===== config.mk =====
export PLATFORM = sky130hd
export DESIGN_NAME = uart_tx_arb
export DESIGN_NICKNAME = d
export VERILOG_FILES = /design/src/rtl/uart_defines.sv /design/src/rtl/uart_rr_picker.sv /design/src/rtl/uart_tx_arb.sv
export SDC_FILE = /design/constraint.sdc
export NUM_CORES = 1
export LEC_CHECK = 0
export BUFFER_PORTS_ARGS = -buffer_cell sky130_fd_sc_hd__buf_4
export CAP_MARGIN = 5
export CORE_AREA = 5 5 42 44
export DETAILED_ROUTE_END_ITERATION = 8
export DIE_AREA = 0 0 47 49
export GPL_ROUTABILITY_DRIVEN = 0
export RECOVER_POWER = 100
export SLEW_MARGIN = 0
export SYNTH_ARGS = -nofsm -noshare
export SYNTH_HDL_FRONTEND = slang
export SYNTH_SLANG_ARGS = --single-unit

===== constraint.sdc =====
create_clock -name clk -period 1.38 [get_ports clk]
set_clock_uncertainty 0.15 [all_clocks]
set_input_delay 0.276 -clock clk [delete_from_list [all_inputs] [get_ports clk]]
set_output_delay 0.276 -clock clk [all_outputs]
set_load 0.005 [all_outputs]

===== src/rtl/uart_defines.sv =====
// Shared types and limits for the UART transmit arbiter.
package uart_defines;

   typedef enum logic {
      ARB_IDLE   = 1'b0,
      ARB_LOCKED = 1'b1
   } uart_arb_state_t;

   localparam int UART_ARB_MAX_REQ = 8;

endpackage


===== src/rtl/uart_rr_picker.sv =====
// Combinational round-robin picker: the first requester found after
// i_last_grant (wrapping modulo NUM_REQ) wins.
module uart_rr_picker #(
   parameter int NUM_REQ = 2,
   parameter int IW      = 1
) (
   input  logic [NUM_REQ-1:0] i_req,
   input  logic [IW-1:0]      i_last_grant,
   output logic               o_valid,
   output logic [IW-1:0]      o_winner
);

   logic [IW-1:0] w_cand;

   // Scan from the farthest candidate down so the nearest one after
   // i_last_grant is written last and therefore wins.
   always_comb begin
      o_valid  = 1'b0;
      o_winner = '0;
      w_cand   = '0;
      for (int k = NUM_REQ; k >= 1; k--) begin
         w_cand = IW'((int'(i_last_grant) + k) % NUM_REQ);
         if (i_req[w_cand]) begin
            o_valid  = 1'b1;
            o_winner = w_cand;
         end
      end
   end

endmodule


===== src/rtl/uart_tx_arb.sv =====
// Round-robin arbiter granting whole messages from NUM_REQ byte streams to one
// UART TX PHY. Define UART_ARB_TIMEOUT_EN to force-release stalled owners.
module uart_tx_arb
   import uart_defines::*;
#(
   parameter int NUM_REQ        = 2,
   parameter int TIMEOUT_CYCLES = 1024
) (
   input  logic                    clk,
   input  logic                    rst,
   input  logic [NUM_REQ-1:0][7:0] req_data,
   input  logic [NUM_REQ-1:0]      req_valid,
   input  logic [NUM_REQ-1:0]      req_last,
   output logic [NUM_REQ-1:0]      req_ready,
   output logic [7:0]              tx_data,
   output logic                    tx_valid,
   input  logic                    tx_ready,
   output logic [NUM_REQ-1:0]      grant,
   output logic                    busy,
   output logic                    timeout
);

   localparam int IW = (NUM_REQ > 1) ? $clog2(NUM_REQ) : 1;

   if (NUM_REQ < 2 || NUM_REQ > UART_ARB_MAX_REQ || TIMEOUT_CYCLES < 2) begin : g_bad_cfg
      $error("uart_tx_arb: NUM_REQ must be 2..8 and TIMEOUT_CYCLES at least 2");
   end

   uart_arb_state_t r_state;
   logic [IW-1:0]   r_owner;
   logic [IW-1:0]   r_last_grant;

   logic            w_locked;
   logic            w_xfer;
   logic            w_pick_valid;
   logic [IW-1:0]   w_pick;

   uart_rr_picker #(
      .NUM_REQ (NUM_REQ),
      .IW      (IW)
   ) u_picker (
      .i_req        (req_valid),
      .i_last_grant (r_last_grant),
      .o_valid      (w_pick_valid),
      .o_winner     (w_pick)
   );

   // Gating with rst keeps every output quiet during reset, so a message cut
   // short by reset cannot sneak out one more byte on the reset cycle.
   assign w_locked = (r_state == ARB_LOCKED) && !rst;
   assign w_xfer   = w_locked && req_valid[r_owner] && tx_ready;
   assign busy     = w_locked;

   always_comb begin
      req_ready = '0;
      grant     = '0;
      tx_data   = 8'h00;
      tx_valid  = 1'b0;
      if (w_locked) begin
         req_ready[r_owner] = tx_ready;
         grant[r_owner]     = 1'b1;
         tx_data            = req_data[r_owner];
         tx_valid           = req_valid[r_owner];
      end
   end

`ifdef UART_ARB_TIMEOUT_EN
   localparam int CW = $clog2(TIMEOUT_CYCLES);

   logic [CW-1:0] r_cnt;
   logic          r_timeout;

   assign timeout = r_timeout;
`else
   assign timeout = 1'b0;
`endif

   always_ff @(posedge clk) begin
`ifdef UART_ARB_TIMEOUT_EN
      r_timeout <= 1'b0;
`endif
      if (rst) begin
         r_state      <= ARB_IDLE;
         r_owner      <= '0;
         r_last_grant <= IW'(NUM_REQ - 1);
`ifdef UART_ARB_TIMEOUT_EN
         r_cnt        <= '0;
`endif
      end else begin
         case (r_state)
            ARB_IDLE: begin
               if (w_pick_valid) begin
                  r_owner <= w_pick;
                  r_state <= ARB_LOCKED;
`ifdef UART_ARB_TIMEOUT_EN
                  r_cnt   <= '0;
`endif
               end
            end
            ARB_LOCKED: begin
               if (w_xfer) begin
`ifdef UART_ARB_TIMEOUT_EN
                  r_cnt <= '0;
`endif
                  if (req_last[r_owner]) begin
                     r_state      <= ARB_IDLE;
                     r_last_grant <= r_owner;
                  end
               end
`ifdef UART_ARB_TIMEOUT_EN
               else if (!req_valid[r_owner]) begin
                  if (r_cnt == CW'(TIMEOUT_CYCLES - 1)) begin
                     r_state      <= ARB_IDLE;
                     r_last_grant <= r_owner;
                     r_timeout    <= 1'b1;
                  end else begin
                     r_cnt <= r_cnt + 1'b1;
                  end
               end
`endif
            end
            default: r_state <= ARB_IDLE;
         endcase
      end
   end

endmodule


# Word level (Yosys, flattened, before mapping)
# Index checks and enable logic that the tools add are counted.
classes:
  add_sub_neg: 2
  mul: 0
  div: 0
  n_lt_le_gt_ge: 4
  eq_ne: 0
  shift: 0
  muxes: 24
  bitwise_logic: 2
  n_reduce_logical: 7
ops:
  columns: ["operator", "n"]
  rows:
  - ["two-way mux 8 bit", 3]
  - ["two-way mux 1 bit", 17]
  - ["less-than comparator 1 x 2 -> 1 bit, second input constant", 3]
  - ["logical AND 1 bit", 4]
  - ["two-way mux 2 bit", 2]
  - ["AND reduction 3 bit", 1]
  - ["adder 1 bit, second input constant", 2]
  - ["bitwise AND 2 bit", 1]
  - ["one-hot mux 1 bit (2 select lines)", 1]
  - ["AND reduction 2 bit", 1]
  - ["demux 1 bit (select 1 bit)", 1]
  - ["greater-or-equal comparator 1 bit, second input constant", 1]
  - ["zero test 1 bit", 1]
  - ["NOT 1 bit", 1]
totals:
  reg_bits: 3
  latch_bits: 0
  ram_bits: 0
  mem_bits_ro: 0
  out_inout_bits: 15
  mem_count: 0

# Depth between registers and ports, before layout
# Gate-level depths: netlist of run 1.
depth:
  word_depth: 7
  mapped_depth: 4
  ltp_nobuf: 4

# Modules after synthesis
# From an unflattened synthesis of run 1, not the netlist that was laid out.
hier_totals:
  hier_cells: 46
  area_unflattened_um2: 372.9
by_module_without_submodules:
  columns: ["mod", "n_inst", "cells_each", "area_per_inst_um2", "seq_area_each_um2"]
  rows:
  - ["uart_tx_arb", 1, 44, 359.1, 60.1]
  - ["uart_rr_picker", 1, 2, 13.8, 0.0]

# Worst setup path before layout of run 1
# No wires, ideal clock.
synth_path:
  path_kind: "reg-to-output"
  startpoint: "register r_owner"
  endpoint: "output port tx_data[0]"
  t_arrival_ns: 0.879
  slack_ns: 0.075
  stages_incl_launch_ff: 5
  path_cell_list: "dfxtp_1 > buf_6 > buf_2 > mux2i_1 > nor2_1"
synth_via:
  elab_chain_len: 3
synth_lines:
  columns: ["item", "line_no", "rtl"]
  rows:
  - ["from (decl)", "uart_tx_arb.sv:30", "logic [IW-1:0] r_owner;"]
  - ["from (signal assigned)", "uart_tx_arb.sv:93", "r_owner <= w_pick;"]
  - ["two-way mux 8 bit (implied by the code) (2 in a row)", "uart_tx_arb.sv:62", "tx_data = req_data[r_owner];"]
  - ["two-way mux 8 bit", "uart_tx_arb.sv:59", "if (w_locked) begin"]
  - ["to (decl)", "uart_tx_arb.sv:15", "output logic [7:0] tx_data,"]
# Every way passes these cells. The select of a mux whose other input is x is not followed.

# Worst setup path in the final report of run 1
layout_path:
  startpoint: "register r_owner"
  endpoint: "output port tx_data[5]"
# The elaborated chain is that of the path after synthesis.

==> flow_metrics.py, run 1 <==
metrics = {
    "worst_setup_path": {
        "critPathMaxFanout": 7,
        "r2r_setup_slack_ps": 90,
        "crit_required_ps": 950,
        "cp-start-kind": "flip-flop",
        "cp-end-kind": "output port",
        "worstSetupPathType": "flip-flop to output port",
        "crit_arrival_ps": 1110,
    },
    "clock_network": {
        "cts_buffer_depth": 2,
        "cts_tree": "done",
        "cts_num_sinks": 3,
        "cts_root_buf": "clkbuf_4",
        "cts.htree.levels": 1,
        "clk_pin_slew_ps": 40,
        "hold_buffers": 0,
        "cts_inserted_buffers": 3,
        "insertion_delay_ps": 230,
    },
    "power_and_ir_drop": {
        "p_seq_share_pct": 21.4,
        "p_switching_mw": 0.123,
        "peakVddDrop_uv": 432,
        "combPwrFrac_pct": 44.4,
        "cellPowerDensity_nw_per_um2": 550,
        "power_frac_clock_pct": 34.2,
        "p_int_mw": 0.330,
        "p_leak_nw": 0.412,
        "swShare_pct": 27.2,
    },
    "synth": {
        "synthTopCellsByArea": "mux2i_1 (26%), dfxtp_1 (18%), nor2_1 (11%), o41ai_2 (4.7%), nor3_1 (4.4%)",
        "synth_area_um2": 343,
        "async_reset_ff_share_pct": 0,
        "synth_top_area_share_pct": 26.3,
        "avgSynthCellArea_um2": 7.29,
        "synth_most_common_cell": "nor2_1",
        "ys_seq_area_share_pct": 17.5,
        "synth_edf_count": 0,
        "yosysTopAreaCell": "mux2i_1",
        "synth_cell_type_count": 20,
        "syn_nets": 70,
        "synth_flop_cell": "dfxtp_1",
        "ys_ff_latch": 3,
        "synth_commonest_cells": "nor2_1 (10), mux2i_1 (9), dfxtp_1 (3), inv_1 (3), nor3_1 (3)",
        "syn_inst": 47,
        "yosys_warnings": 0,
    },
    "sta": {
        "finalMaxSlewViolations": 0,
        "timing_hold_violations_final": 0,
        "fmax_ghz": 0.652,
        "period_minus_slack_ps": 1530,
        "fin_ws_ps": -155,
        "finalCritPeriodShare_pct": 111,
        "grt_setup_unrepaired": "yes",
        "setup_viol_count_final": 14,
    },
    "detailed_routing": {
        "drtAntennaViolNets": 0,
        "viasPerCell": 4.45,
        "remaining_drc_errors": 0,
        "drtIter0Drc": 4,
        "vias": 512,
        "routed_wl_mm": 1.26,
        "first_pass_iters": 3,
        "avgRoutedWirePerCell_um": 10.9,
    },
    "floorplanning": {
        "die_w_um": 47,
        "core_um2": 1400,
        "die_h_um": 49,
        "io_pins": 38,
        "die_area_um2": 2300,
        "start_util_pct": 24.5,
        "rows": 14,
    },
    "cells_and_area": {
        "fillCellCount": 136,
        "final_nets": 123,
        "seq_area_um2": 67.6,
        "syn2layout_area_growth_pct": 141,
        "drive_gt1_share_pct": 65.7,
        "multiInputGateArea_um2": 273,
        "num_antenna_cells": 0,
        "final_cell_area_um2": 825,
        "fin_cells": 115,
    },
    "grt": {
        "grt_pass1_wl_mm": 1.99,
        "grtUsageTotal_pct": 11.4,
        "antenna_found_initial": 0,
        "overflow": 0,
        "grt_pass1_vias": 507,
        "grt_max_degree": 8,
    },
    "run": {
        "drv_cap": 0,
    },
    "outcome": {
        "violations": "negative setup slack",
        "status": "finished with violations",
    },
    "place": {
        "dp_hpwl_um": 973,
        "place_inst": 103,
        "portBuffers": 36,
        "placedInstanceArea_um2": 664,
    },
    "worst_hold_path": {
        "hp-class": "input pin to flip-flop",
    },
}
## cell type report
cell class	instances	area share [%]
sequential	3	8.19
inverter	3	1.67
clock buffer	4	3.19
tap	16	2.43
multi-input combinational	37	33.1
timing repair buffer	52	51.4
## what timing repair did
action                     in CTS  in global routing
setup buffers                   3                  4
resized for setup              19                  4
cloned                          1                  0
pin swaps                       2                  1
setup endpoints to repair      15                 16
## worst max-delay path, cell delays in order (launching register included)
cell     delay [ps]
dfxtp_4         370
buf_6           140
mux2i_1         180
nor2_1           50
buf_4           130
## stage by stage
step | hold slack, ps | setup WS, ps | power (mW) | TNS (ps) | util, %
after floorplan | 195 | 74.9 | 0.162 | 0 | -
after global placement | 320 | -80.8 | 0.257 | -680 | 47.4
after detailed placement | 333 | -81.1 | 0.258 | -696 | 47.4
after CTS | 148 | -164 | 0.442 | -1600 | 55.7
after global routing | 154 | -227 | 0.493 | -2510 | 58.8
final | 160 | -155 | 0.453 | -1590 | 58.8
## sequential cells by signal, summed over array words and instances (netlist names)
signal,count
r_last_grant,1
r_owner,1
r_state,1
## logic make-up (layout without fill, tap and decap cells)
| kind of cell | after synthesis | after routing | share of synthesized area, % |
|---|---|---|---|
| simple gates | 21 | 21 | 29.6 |
| mux | 9 | 9 | 26.3 |
| buf+inv | 7 | 59 | 11.7 |
| compound gates | 6 | 6 | 13.9 |
| flops | 3 | 3 | 17.5 |
| other cells | 1 | 1 | 1.09 |
## layout by cell type (no fill, tap or decap), drive strengths merged
cell type	Yosys	layout
buf	4	52
nor2	10	10
mux2i	9	9
clkbuf	0	4
inv	3	3
nor3	3	3
dfxtp	3	3
nand2	2	2
a21oi	2	2
nand2b	2	2
and2	1	1
and3	1	1
nand4b	1	1
o41ai	1	1
a21o	1	1
a2111oi	1	1
nand3b	1	1
o21ai	1	1
conb	1	1
## power by group through the flow
stage | combinational, mW | clock [mW] | sequential, mW
floorplan | 0.0661 | 0 | 0.0955
global placement | 0.159 | 0 | 0.0982
detailed placement | 0.160 | 0 | 0.0983
CTS | 0.187 | 0.159 | 0.0964
global route | 0.220 | 0.175 | 0.0980
finish | 0.201 | 0.155 | 0.0970
## worst paths after layout
check	from	to	depth (start not counted)
max reg2reg	r_owner	r_state	4
min reg2reg	r_last_grant	r_last_grant	1
min	rst	r_owner	3
max	r_owner	tx_data[5]	4
## metal layers
layer	vias up	routed length, um	global-route usage (%)
met4	0	20	6.91
met5	-	0	0
li1	264	-	-
met1	225	474	13.6
met3	2	106	2.21
met2	21	658	17.9
Power figures use the tool's default switching activity.
==> run 2: changes to the inputs <==
--- a/config.mk
+++ b/config.mk
@@ -7,9 +7,9 @@
 export LEC_CHECK = 0
 export BUFFER_PORTS_ARGS = -buffer_cell sky130_fd_sc_hd__buf_4
 export CAP_MARGIN = 5
-export CORE_AREA = 5 5 42 44
+export CORE_AREA = 2 2 39 41
 export DETAILED_ROUTE_END_ITERATION = 8
-export DIE_AREA = 0 0 47 49
+export DIE_AREA = 0 0 41 43
 export GPL_ROUTABILITY_DRIVEN = 0
 export RECOVER_POWER = 100
 export SLEW_MARGIN = 0
==> run 2 against run 1 <==
The run still ends with negative setup slack left. Clock-buffer cell count is the same. Total power grew 5.2%. Core utilization grew 3.8 points. Global-route usage grew 5.2 points. Critical path type unchanged.
==> flow_metrics.py, run 2 (same netlist as run 1, synthesis figures left out) <==
metrics = {
    "outcome": {
        "status": "finished with violations",
        "violations": "negative setup slack",
    },
    "cells_and_area": {
        "seq_area_um2": 63.8,
        "final_common_cell": "buf_4",
        "fillCellCount": 120,
        "num_antenna_cells": 0,
        "multiInputGateArea_um2": 309,
        "final_nets": 122,
        "drive_gt1_share_pct": 63.3,
        "largestRegisters": "r_last_grant: 1 flops, r_owner: 1 flops, r_state: 1 flops",
        "syn2layout_area_growth_pct": 153,
        "mostFrequentLayoutCells": "buf_4 (42), nor2_1 (10), mux2i_1 (8), buf_6 (7), clkbuf_4 (3)",
    },
    "worst_setup_path": {
        "cp-end-kind": "output port",
        "crit_required_ps": 950,
        "worstSetupPathType": "flip-flop to output port",
        "cp-start-kind": "flip-flop",
        "critPathMaxFanout": 11,
        "crit_arrival_ps": 1170,
    },
    "detailed_routing": {
        "avgRoutedWirePerCell_um": 11.9,
        "drtAntennaViolNets": 0,
        "first_pass_iters": 2,
        "drtIter0Drc": 3,
        "routed_wl_mm": 1.36,
        "viasPerCell": 4.51,
        "remaining_drc_errors": 0,
        "vias": 514,
    },
    "grt": {
        "grt_pass1_vias": 458,
        "grt_use_met1_pct": 19.3,
        "met2_usage_pct": 24.7,
        "overflow": 0,
        "grt_max_degree": 12,
        "grt_pass1_wl_mm": 1.97,
        "grt_busiest_layer": "met2",
        "antenna_found_initial": 0,
        "grtUsageTotal_pct": 16.6,
        "use_met3_pct": 7.33,
    },
    "power_and_ir_drop": {
        "cellPowerDensity_nw_per_um2": 550,
        "p_switching_mw": 0.134,
        "combPwrFrac_pct": 47.5,
        "p_seq_share_pct": 20.5,
        "p_int_mw": 0.343,
        "swShare_pct": 28.1,
        "peakVddDrop_uv": 448,
        "total_power_mw": 0.477,
        "p_leak_nw": 0.424,
        "power_frac_clock_pct": 32.0,
    },
    "floorplanning": {
        "start_util_pct": 24.8,
        "die_w_um": 41,
        "core_um2": 1380,
        "die_h_um": 43,
        "rows": 14,
        "die_area_um2": 1760,
        "io_pins": 38,
    },
    "clock_network": {
        "hold_buffers": 0,
        "cts.htree.levels": 1,
        "insertion_delay_ps": 230,
        "cts_tree": "done",
        "clk_pin_slew_ps": 40,
        "cts_inserted_buffers": 3,
        "cts_root_buf": "clkbuf_4",
        "cts_num_sinks": 3,
        "cts_buffer_depth": 2,
    },
    "sta": {
        "fin_ws_ps": -215,
        "finalMaxSlewViolations": 0,
        "fmax_ghz": 0.627,
        "setup_viol_count_final": 14,
        "period_minus_slack_ps": 1600,
        "grt_setup_unrepaired": "yes",
        "finalCritPeriodShare_pct": 116,
        "timing_hold_violations_final": 0,
    },
    "place": {
        "dp_slack_ps": -105,
        "portBuffers": 36,
        "dp_hpwl_um": 926,
    },
    "run": {
        "drv_cap": 0,
    },
    "worst_hold_path": {
        "hp-class": "input pin to flip-flop",
    },
}
## run 2: path summary, 6_finish.rpt
kind                                   start            to  slack [ps]  cells past startpoint
worst max-delay path                 r_owner    tx_data[6]        -220                      4
worst min register to register  r_last_grant  r_last_grant         340                      1
worst min-delay path                     rst       r_owner         180                      3
worst max register to register       r_owner  r_last_grant         -30                      6
## run 2: stage by stage
step | setup TNS (ps) | util (%) | cells | area, um2 | hold WS, ps
finish | -1890 | 62.7 | 114 | 867 | 176
global route | -2950 | 62.7 | 114 | 867 | 170
CTS | -1800 | 55.2 | 111 | 763 | 149
detailed placement | -1070 | 47.5 | 102 | 657 | 328
global placement | -660 | 47.5 | 102 | 657 | 326
floorplan | 0 | - | 47 | 343 | 195
## run 2: final cells by class
cell class              instances  area share (%)
multi-input cells              37            35.6
repair buffers                 51            50.1
clock buffers                   4            3.03
inverters                       3            1.59
well taps                      16            2.31
flip-flops and latches          3            7.36
## run 2: power by group through the flow
stage | Clock [mW] | Sequential, mW | Combinational [mW]
6_report | 0.152 | 0.0978 | 0.226
5_1_grt | 0.173 | 0.0983 | 0.244
4_1_cts | 0.158 | 0.0978 | 0.187
3_5_place_dp | 0 | 0.0983 | 0.159
3_3_place_gp | 0 | 0.0981 | 0.157
2_1_floorplan | 0 | 0.0955 | 0.0661
## run 2: worst max-delay path, stage by stage (launching register included)
cell	delay [ps]
dfxtp_4	380
buf_12	140
mux2i_1	230
nor2_1	60
buf_4	130
## run 2: what timing repair did
item	in CTS	in global routing
pin swaps	1	0
endpoints found under the setup margin	16	16
gates cloned	0	0
gates resized for setup	12	13
buffers inserted	5	3
## run 2: per-layer routing
| metal | share of wire [%] | vias to the layer above | wire length (um) |
|---|---|---|---|
| met3 | 16 | 2 | 216 |
| met2 | 48 | 29 | 648 |
| li1 | - | 262 | - |
| met1 | 36 | 221 | 483 |
| met4 | 0.52 | 0 | 7 |
| met5 | 0 | - | 0 |
==> run 3: changes to the inputs <==
--- a/config.mk
+++ b/config.mk
@@ -12,6 +12,7 @@
 export DIE_AREA = 0 0 41 43
 export GPL_ROUTABILITY_DRIVEN = 0
 export RECOVER_POWER = 100
+export REMOVE_ABC_BUFFERS = 1
 export SLEW_MARGIN = 0
 export SYNTH_ARGS = -nofsm -noshare
 export SYNTH_HDL_FRONTEND = slang
==> run 3 against run 2 <==
Critical path type unchanged. Critical path depth did not move. Clock power barely moved. The flow still finishes with violations (negative setup slack). Largest power group unchanged. First-iteration DRC count fell by 33%. Critical endpoint is now tx_data[0].
==> flow_metrics.py, run 3 (same netlist as run 1, synthesis figures left out) <==
metrics = {
    "outcome": {
        "violations": "negative setup slack",
        "status": "finished with violations",
    },
    "worst_setup_path": {
        "critPathMaxFanout": 6,
        "cp-end-kind": "output port",
        "crit_required_ps": 950,
        "cp-start-kind": "flip-flop",
        "crit_start": "r_owner",
        "crit_arrival_ps": 1120,
        "worstSetupPathType": "flip-flop to output port",
        "r2r_start": "r_state",
    },
    "cells_and_area": {
        "largestRegisters": "r_last_grant: 1 flops, r_owner: 1 flops, r_state: 1 flops",
        "fin_cells": 110,
        "fillCellCount": 137,
        "final_common_cell": "buf_4",
        "final_cell_area_um2": 786,
        "drive_gt1_share_pct": 61.7,
        "syn2layout_area_growth_pct": 129,
        "mostFrequentLayoutCells": "buf_4 (38), mux2i_1 (9), nor2_1 (9), buf_6 (8), clkbuf_4 (3)",
        "finalCoreUtilization_pct": 56.8,
        "final_nets": 118,
        "num_antenna_cells": 0,
    },
    "clock_network": {
        "cts_num_sinks": 3,
        "cts_tree": "done",
        "hold_buffers": 0,
        "cts.htree.levels": 1,
        "insertion_delay_ps": 230,
        "cts_buffer_depth": 2,
        "cts_inserted_buffers": 3,
        "cts_root_buf": "clkbuf_4",
        "clk_pin_slew_ps": 40,
    },
    "sta": {
        "finalCritPeriodShare_pct": 112,
        "fmax_ghz": 0.647,
        "period_minus_slack_ps": 1550,
        "finalMaxSlewViolations": 0,
        "setup_tns_ps": -1660,
        "hold_ws_ps": 164,
        "setup_viol_count_final": 13,
        "fin_ws_ps": -165,
        "grt_setup_unrepaired": "yes",
        "timing_hold_violations_final": 0,
    },
    "floorplanning": {
        "die_h_um": 43,
        "start_util_pct": 24.8,
        "die_area_um2": 1760,
        "core_um2": 1380,
        "io_pins": 38,
        "rows": 14,
        "die_w_um": 41,
    },
    "grt": {
        "grtUsageTotal_pct": 15.1,
        "overflow": 0,
        "grt_pass1_vias": 488,
        "antenna_found_initial": 0,
        "grt_pass1_wl_mm": 1.85,
        "grt_max_degree": 8,
    },
    "detailed_routing": {
        "viasPerCell": 4.55,
        "avgRoutedWirePerCell_um": 10.9,
        "remaining_drc_errors": 0,
        "vias": 501,
        "routed_wl_mm": 1.20,
        "drtAntennaViolNets": 0,
        "first_pass_iters": 4,
        "drtIter0Drc": 2,
    },
    "place": {
        "portBuffers": 36,
        "place_inst": 102,
        "placedInstanceArea_um2": 657,
        "dp_hpwl_um": 893,
    },
    "power_and_ir_drop": {
        "cellPowerDensity_nw_per_um2": 557,
        "peakVddDrop_uv": 366,
        "p_leak_nw": 0.385,
    },
    "run": {
        "drv_cap": 0,
    },
    "worst_hold_path": {
        "hold_start": "rst",
        "hp-class": "input pin to flip-flop",
    },
}
[run 3: final timing paths]
| kind | end | cells after the start | slack (ps) |
|---|---|---|---|
| max | tx_data[0] | 4 | -170 |
| max reg2reg | r_last_grant | 5 | 20 |
| min | r_owner | 3 | 160 |
| min reg2reg | r_last_grant | 1 | 330 |
[run 3: power breakdown]
part           total [mW]  internal (mW)  switching (mW)  leakage, nW
clock network       0.150          0.108          0.0417       0.0150
registers          0.0977         0.0912         0.00646       0.0255
logic               0.190          0.122          0.0684        0.345
[run 3: layout make-up]
cell class / instances / area, um2 / area share (%)
Timing Repair Buffer: 47 / 390 / 49.7
Multi-Input combinational cell: 37 / 272 / 34.6
Sequential cell: 3 / 63.8 / 8.12
Clock buffer: 4 / 26.3 / 3.34
Tap cell: 16 / 20.0 / 2.55
Inverter: 3 / 13.8 / 1.75
[run 3: what timing repair did]
item,CTS,global route
gates resized for setup,20,4
endpoints found under the setup margin,14,15
pin swaps,3,0
setup buffers,3,0
cloned,1,0
[run 3: critical path: stages, from the launching register on]
cell,delay (ps)
dfxtp_4,380
buf_6,140
mux2i_1,190
nor2_1,50
buf_4,130
[run 3: routing by layer]
| metal | global-route usage [%] | share of wire [%] |
|---|---|---|
| met1 | 15.0 | 39 |
| met2 | 26.9 | 57 |
| met3 | 3.14 | 4.6 |
| met4 | 8.00 | 0 |
| met5 | 0 | 0 |
[run 3: per-stage QoR]
step | power, mW | setup WS, ps
CTS | 0.443 | -177
finish | 0.438 | -165
detailed placement | 0.256 | -48.5
global placement | 0.255 | -43.0
global route | 0.467 | -236
floorplan | 0.153 | -160
